<file path="config.mk">
export PLATFORM = sky130hd
export DESIGN_NAME = conv_ctrl
export DESIGN_NICKNAME = d
export VERILOG_FILES = /design/src/rtl/conv_ctrl.sv
export SDC_FILE = /design/constraint.sdc
export NUM_CORES = 1
export LEC_CHECK = 0
export ABC_AREA = 1
export CAP_MARGIN = 25
export CORE_ASPECT_RATIO = 0.5
export CORE_MARGIN = 2
export CORE_UTILIZATION = 40
export DETAILED_ROUTE_END_ITERATION = 7
export GPL_TIMING_DRIVEN = 0
export MAX_ROUTING_LAYER = met4
export PLACE_DENSITY_LB_ADDON = 0.15
export SKIP_CTS_REPAIR_TIMING = 1
export SYNTH_ARGS = -nofsm -noshare
export SYNTH_HDL_FRONTEND = slang
export SYNTH_SLANG_ARGS = --single-unit
</file>
<file path="constraint.sdc">
create_clock -name clk -period 4.15 [get_ports clk]
set_clock_uncertainty 0.2 [all_clocks]
set_input_delay 0.83 -clock clk [delete_from_list [all_inputs] [get_ports clk]]
set_output_delay 0.83 -clock clk [all_outputs]
set_load 0.01 [all_outputs]
</file>
<file path="src/rtl/conv_ctrl.sv">
// ----------------------------------------------------------------------------
// conv_ctrl
// Job sequencer for a convolution PE. A job loads 3 weights (3-tap) or
// 1 weight (1x1) into the PE, commits them, streams a fixed number of
// activations, then waits for the PE to return one result per activation.
//
// Ports
//   clk, rst_n          clock, asynchronous active-low reset
//   cfg_start           job start pulse (honoured only when idle)
//   cfg_mode_1_1        1 = 1x1 job, 0 = 3-tap job
//   cfg_act_count       number of activations in the job
//   busy / done         job in progress / one-cycle completion pulse
//   w_in_*              weight stream (valid/ready)
//   a_in_*              activation stream (valid/ready)
//   act_data/act_valid  activation to PE
//   mode_1_1            mode select to PE
//   weight_data         weight to PE (held between loads)
//   weight_valid        weight shift-in strobe to PE
//   weight_switch       weight commit strobe to PE (3-tap only)
//   pe_inter_valid      result valid from PE
// ----------------------------------------------------------------------------
module conv_ctrl #(
    parameter int unsigned ACT_W    = 12,
    parameter int unsigned WEIGHT_W = 12,
    parameter int unsigned CNT_W    = 32
) (
    input  logic                clk,
    input  logic                rst_n,
    input  logic                cfg_start,
    input  logic                cfg_mode_1_1,
    input  logic [CNT_W-1:0]    cfg_act_count,
    output logic                busy,
    output logic                done,
    input  logic [WEIGHT_W-1:0] w_in_data,
    input  logic                w_in_valid,
    output logic                w_in_ready,
    input  logic [ACT_W-1:0]    a_in_data,
    input  logic                a_in_valid,
    output logic                a_in_ready,
    output logic [ACT_W-1:0]    act_data,
    output logic                act_valid,
    output logic                mode_1_1,
    output logic [WEIGHT_W-1:0] weight_data,
    output logic                weight_valid,
    output logic                weight_switch,
    input  logic                pe_inter_valid
);

    localparam int unsigned WCNT_W = 2;
    localparam int unsigned RES_W  = CNT_W + 1;

    typedef enum logic [2:0] {
        S_IDLE   = 3'd0,
        S_WLOAD  = 3'd1,
        S_SWITCH = 3'd2,
        S_STREAM = 3'd3,
        S_DRAIN  = 3'd4,
        S_DONE   = 3'd5
    } state_t;

    state_t              r_state;
    state_t              w_next_state;

    logic                r_mode;
    logic [CNT_W-1:0]    r_count;
    logic [WCNT_W-1:0]   r_wcnt;
    logic [CNT_W-1:0]    r_act_cnt;
    logic [CNT_W-1:0]    r_res_cnt;

    logic                r_busy;
    logic                r_done;
    logic                r_w_in_ready;
    logic                r_a_in_ready;
    logic                r_weight_switch;
    logic                r_weight_valid;
    logic [WEIGHT_W-1:0] r_weight_data;
    logic                r_act_valid;
    logic [ACT_W-1:0]    r_act_data;

    logic                w_start;
    logic                w_w_xfer;
    logic                w_a_xfer;
    logic [WCNT_W-1:0]   w_wneed;
    logic [WCNT_W-1:0]   w_wcnt_inc;
    logic                w_w_last;
    logic                w_wload_full;
    logic [CNT_W-1:0]    w_act_inc;
    logic                w_a_last;
    logic                w_res_evt;
    logic [RES_W-1:0]    w_res_sum;
    logic                w_res_met;

    logic                w_busy_nxt;
    logic                w_done_nxt;
    logic                w_w_ready_nxt;
    logic                w_a_ready_nxt;
    logic                w_switch_nxt;

    // Handshake and counter decode
    assign w_start      = (r_state == S_IDLE) && cfg_start;
    assign w_w_xfer     = w_in_valid && r_w_in_ready;
    assign w_a_xfer     = a_in_valid && r_a_in_ready;
    assign w_wneed      = r_mode ? WCNT_W'(1) : WCNT_W'(3);
    assign w_wcnt_inc   = r_wcnt + WCNT_W'(1);
    assign w_w_last     = w_w_xfer && (w_wcnt_inc == w_wneed);
    assign w_wload_full = (r_wcnt == w_wneed);
    assign w_act_inc    = r_act_cnt + CNT_W'(1);
    assign w_a_last     = w_a_xfer && (w_act_inc == r_count);

    // Result count including this cycle's pulse; one extra bit so an
    // all-ones job length can be reached without wrapping.
    assign w_res_evt    = pe_inter_valid && (r_state != S_IDLE);
    assign w_res_sum    = {1'b0, r_res_cnt} + RES_W'(w_res_evt);
    assign w_res_met    = (w_res_sum >= {1'b0, r_count});

    // State register
    always_ff @(posedge clk or negedge rst_n) begin
        if (!rst_n) begin
            r_state <= S_IDLE;
        end else begin
            r_state <= w_next_state;
        end
    end

    // Next-state logic
    always_comb begin
        w_next_state = r_state;
        case (r_state)
            S_IDLE: begin
                if (cfg_start) begin
                    w_next_state = S_WLOAD;
                end
            end
            // Leave one cycle after the final word so the commit strobe
            // always trails the last shift-in strobe.
            S_WLOAD: begin
                if (w_wload_full) begin
                    w_next_state = S_SWITCH;
                end
            end
            S_SWITCH: begin
                if (r_count == '0) begin
                    w_next_state = S_DONE;
                end else begin
                    w_next_state = S_STREAM;
                end
            end
            S_STREAM: begin
                if (w_a_last) begin
                    w_next_state = S_DRAIN;
                end
            end
            S_DRAIN: begin
                if (w_res_met) begin
                    w_next_state = S_DONE;
                end
            end
            S_DONE: begin
                w_next_state = S_IDLE;
            end
            default: begin
                w_next_state = S_IDLE;
            end
        endcase
    end

    // Output decode from the next state, so the registered outputs line up
    // with the state they belong to.
    always_comb begin
        w_busy_nxt    = 1'b0;
        w_done_nxt    = 1'b0;
        w_w_ready_nxt = 1'b0;
        w_a_ready_nxt = 1'b0;
        w_switch_nxt  = 1'b0;
        case (w_next_state)
            S_IDLE: begin
                w_busy_nxt = 1'b0;
            end
            S_WLOAD: begin
                w_busy_nxt    = 1'b1;
                w_w_ready_nxt = !w_w_last;
            end
            S_SWITCH: begin
                w_busy_nxt   = 1'b1;
                w_switch_nxt = !r_mode;
            end
            S_STREAM: begin
                w_busy_nxt    = 1'b1;
                w_a_ready_nxt = 1'b1;
            end
            S_DRAIN: begin
                w_busy_nxt = 1'b1;
            end
            S_DONE: begin
                w_busy_nxt = 1'b1;
                w_done_nxt = 1'b1;
            end
            default: begin
                w_busy_nxt = 1'b0;
            end
        endcase
    end

    // Registered control outputs
    always_ff @(posedge clk or negedge rst_n) begin
        if (!rst_n) begin
            r_busy          <= 1'b0;
            r_done          <= 1'b0;
            r_w_in_ready    <= 1'b0;
            r_a_in_ready    <= 1'b0;
            r_weight_switch <= 1'b0;
        end else begin
            r_busy          <= w_busy_nxt;
            r_done          <= w_done_nxt;
            r_w_in_ready    <= w_w_ready_nxt;
            r_a_in_ready    <= w_a_ready_nxt;
            r_weight_switch <= w_switch_nxt;
        end
    end

    // Job configuration and counters; DONE clears all counters
    always_ff @(posedge clk or negedge rst_n) begin
        if (!rst_n) begin
            r_mode    <= 1'b0;
            r_count   <= '0;
            r_wcnt    <= '0;
            r_act_cnt <= '0;
            r_res_cnt <= '0;
        end else begin
            if (w_start) begin
                r_mode  <= cfg_mode_1_1;
                r_count <= cfg_act_count;
            end
            if (r_state == S_DONE) begin
                r_wcnt    <= '0;
                r_act_cnt <= '0;
                r_res_cnt <= '0;
            end else begin
                if (w_w_xfer) begin
                    r_wcnt <= w_wcnt_inc;
                end
                if (w_a_xfer) begin
                    r_act_cnt <= w_act_inc;
                end
                if (w_res_evt && !w_res_sum[RES_W-1]) begin
                    r_res_cnt <= w_res_sum[CNT_W-1:0];
                end
            end
        end
    end

    // Weight and activation datapath; data registers hold between transfers
    // because the PE keeps re-reading weight_data in 1x1 mode.
    always_ff @(posedge clk or negedge rst_n) begin
        if (!rst_n) begin
            r_weight_valid <= 1'b0;
            r_weight_data  <= '0;
            r_act_valid    <= 1'b0;
            r_act_data     <= '0;
        end else begin
            r_weight_valid <= w_w_xfer;
            if (w_w_xfer) begin
                r_weight_data <= w_in_data;
            end
            r_act_valid <= w_a_xfer;
            if (w_a_xfer) begin
                r_act_data <= a_in_data;
            end
        end
    end

    assign busy          = r_busy;
    assign done          = r_done;
    assign w_in_ready    = r_w_in_ready;
    assign a_in_ready    = r_a_in_ready;
    assign weight_switch = r_weight_switch;
    assign weight_valid  = r_weight_valid;
    assign weight_data   = r_weight_data;
    assign act_valid     = r_act_valid;
    assign act_data      = r_act_data;
    assign mode_1_1      = r_mode;

endmodule

</file>
==> run metrics <==
dpl hpwl approximately 19 mm; non-filler cells, final 1546; H-tree Lvls 4; Highest Clock Rate about 250 MHz; Comb pwr share 16.2%; Slew Limit Fails 0; Hold Vio Cnt, Final 0; Switching Fraction 27.6%; vias per cell 5.01; #FFs+latches synth 133; Cell variety after synth 39; first-pass GRT wire length 38.6 mm; Avg Cell Area, Syn 7.40 µm²; EDFF count, synth 0; Worst path max stage delay 0.41 ns; CP max stage cell dfrtp_1; family with the most delay on the worst path simple AND/OR/NAND/NOR gates; Main synth FF type dfrtp_1; cell count after synthesis 1126; setup ws final 0.0748 ns; Crit Path Category flop to flop; drt pass-1 iters 7; Worst EP arrival between 4 and 5 ns; min Tclk post-route 4.08 ns; Iter 0 DRT Violations between 500 and 600; Core ar. 0.0205 mm²; CTS tree built; vias in the first global route about 7400; FFs w/ async S/R, synth 100%; CP endpoint kind flop; post-synth top area share 40.0%; Setup Viol. Count Final 0; Clk pwr share ~44%; largest net degree at the start of global routing 85; Cell Pwr Density between 300 and 400 mW/mm²; Pwr Total 3.73 mW; Reg power frac 40.0%; worst slack, placed -1.20 ns; Switch Pwr approximately 1.0 mW; Reg2Reg Setup Slack 0.07 ns; nature of the critical path startpoint flop; routability cong. 0.903; Synthesized Nets 1225; post-route cell area 0.0106 mm²; Synth Warn # 0; Port Buffers between 90 and 100; Avg WL per Cell about 16 µm; gr ovfl total 0; DIE HEIGHT 106 µm; Worst VDD drop around 0.27 mV; area delta synth->final 27.2%; largest cells by area after synthesis dfrtp_1 40%, nand2_1 15%, inv_1 6.8%; cell taking the most area after synthesis dfrtp_1; RSZ-0062 raised after global routing yes; Final Cycle Share between 90% and 100%; CP Capture Point done$_DFF_PN0_; Detailed Route WL about 24 mm; Placement Cell Area 0.00964 mm²; RR Endpoint done$_DFF_PN0_; FP Rows 37; DRC 0; initial antenna violation count 0; nets@finish 1360; root buf cell clkbuf_16; layout cell share with drive strength beyond 1 11.7%; Leak Pwr 5.12 nW; CTS sink cnt between 100 and 150; CP Launch Point r_state[2]$_DFF_PN0_; placed insts 1494; max-cap violation count 0; Skew-Pair Late Insertion Delay 0.44 ns; diode count 0; antenna viol nets, final 0; Slew @ Worst Pin roughly 0.75 ns; total clock buffers created by CTS 17; GRT Overall Usage a little under a quarter; crit path max fanout 4; Hold Crit Class input pin to asynchronous set/reset pin; max_slew headroom 49.8%; CP bufs+invs 5; register area share after synthesis between 30% and 40%; Initial Util 40.7%; Boundary Pins 95; via count roughly 7700; design internal power around 2.7 mW; Netlist Area Pre-Place approximately 0.0083 mm²; critical path depth 29; Die ar. about 0.022 mm²; Data required, critical path 4.32 ns; worst reg2reg path depth 29; FF-to-FF Start r_state[2]$_DFF_PN0_; CTS max path bufs 2; Die X-Extent 208 µm; run status finished clean; Reg clk slew, reported paths approximately 0.060 ns
## area by class of cell
class	instances	area, µm²
sequential	133	3330
tap	273	342
clock inverter	9	150
fill	1984	9860
buffer	21	103
inverter	158	596
clock buffer	22	474
multi-input combinational	814	4480
timing repair buffer	116	1130
## layout by cell type, fill, tap and decap left out, drive strengths merged, types with 10 or more instances in the layout
master,netlist,layout
nor4,11,11
nor2,137,137
nor3,16,16
clkdlybuf4s50,0,92
xor2,27,27
dfrtp,133,133
o21ai,31,31
clkbuf,14,36
a21oi,45,45
o22ai,45,45
inv,158,158
nand3,87,87
nand4,10,10
ha,36,36
buf,7,30
nand2,351,351
## worst reg2reg max path: cells and delay by family, from the launching register on
| family | cells | cell delay, ns |
|---|---|---|
| flops | 1 | 0.41 |
| fa+ha+maj | 3 | 0.58 |
| simple gates | 20 | 2.31 |
| buf+inv | 5 | 0.31 |
| xor+xnor | 1 | 0.20 |
## stage by stage
step | setup TNS, ns | hold WS [ns] | util (%)
after floorplan | 0 | 0.253 | -
after global placement | -493.86 | 0.261 | 47.0
after detailed placement | -3.56 | 0.266 | 47.1
after CTS | -2.19 | 0.139 | 50.2
after global routing | -0.528 | 0.165 | 51.8
final | 0 | 0.127 | 51.8
## worst min-delay path by stage
stage,startpoint,end,slack (ns),cells past startpoint
floorplan,r_wcnt[1]$_DFFE_PN0P_,r_wcnt[1]$_DFFE_PN0P_,0.25,1
global placement,act_data[0]$_DFFE_PN0P_,act_data[0]$_DFFE_PN0P_,0.26,2
detailed placement,act_data[11]$_DFFE_PN0P_,act_data[11]$_DFFE_PN0P_,0.27,2
CTS,rst_n,act_data[8]$_DFFE_PN0P_,0.14,1
global route,rst_n,act_data[8]$_DFFE_PN0P_,0.17,1
finish,rst_n,act_data[8]$_DFFE_PN0P_,0.13,1
## routing by layer
metal  part of all wire, %  global-route usage [%]
met1                    50                    32.7
met2                    44                    34.7
met3                   4.1                    4.14
met4                   1.7                    7.19
met5                     0                       -
## flip-flops by register name, summed over array words and instances (netlist names), 2 cells and up
name and flops:
act_data 12, r_wcnt 2, r_act_cnt 32, r_count 32
r_state 3, weight_data 12, r_res_cnt 32
## cells by family (layout without fill, tap and decap cells)
| family | count (synthesis) | in the layout | synth area share (%) |
|---|---|---|---|
| compound gates | 130 | 130 | 10.3 |
| simple gates | 615 | 615 | 32.0 |
| fa+ha+maj | 36 | 36 | 5.41 |
| mux | 2 | 2 | 0.270 |
| flops | 133 | 133 | 40.0 |
| buf+inv | 179 | 326 | 8.38 |
| xor+xnor | 31 | 31 | 3.76 |
## synth_stat cells (2+ instances only)
library cell,instances
o22ai_1,27
nor2_2,7
nand2_1,342
nor3_4,2
nand3_2,6
nor2_4,8
nor3_2,2
inv_2,6
nor2_1,122
nand3_1,81
mux2_2,2
a21oi_1,45
nand2_2,9
nor3_1,12
nand3b_1,2
nor4_1,11
buf_4,2
a22o_1,4
clkbuf_1,14
xnor3_1,3
buf_6,2
ha_1,36
o21ai_1,3
o21ai_0,26
buf_1,2
nand4_1,10
a21o_1,2
o22ai_2,18
inv_1,151
o21ai_2,2
xor2_1,27
dfrtp_1,133
## power by group through the flow
stage	combinational, mW	sequential (mW)	clock, mW
after floorplan	0.344	1.49	0
after CTS	0.571	1.48	1.66
after global placement	0.552	1.50	0
after global routing	0.676	1.50	1.74
final	0.602	1.49	1.63
after detailed placement	0.569	1.50	0
(Power assumes the default switching activity.)
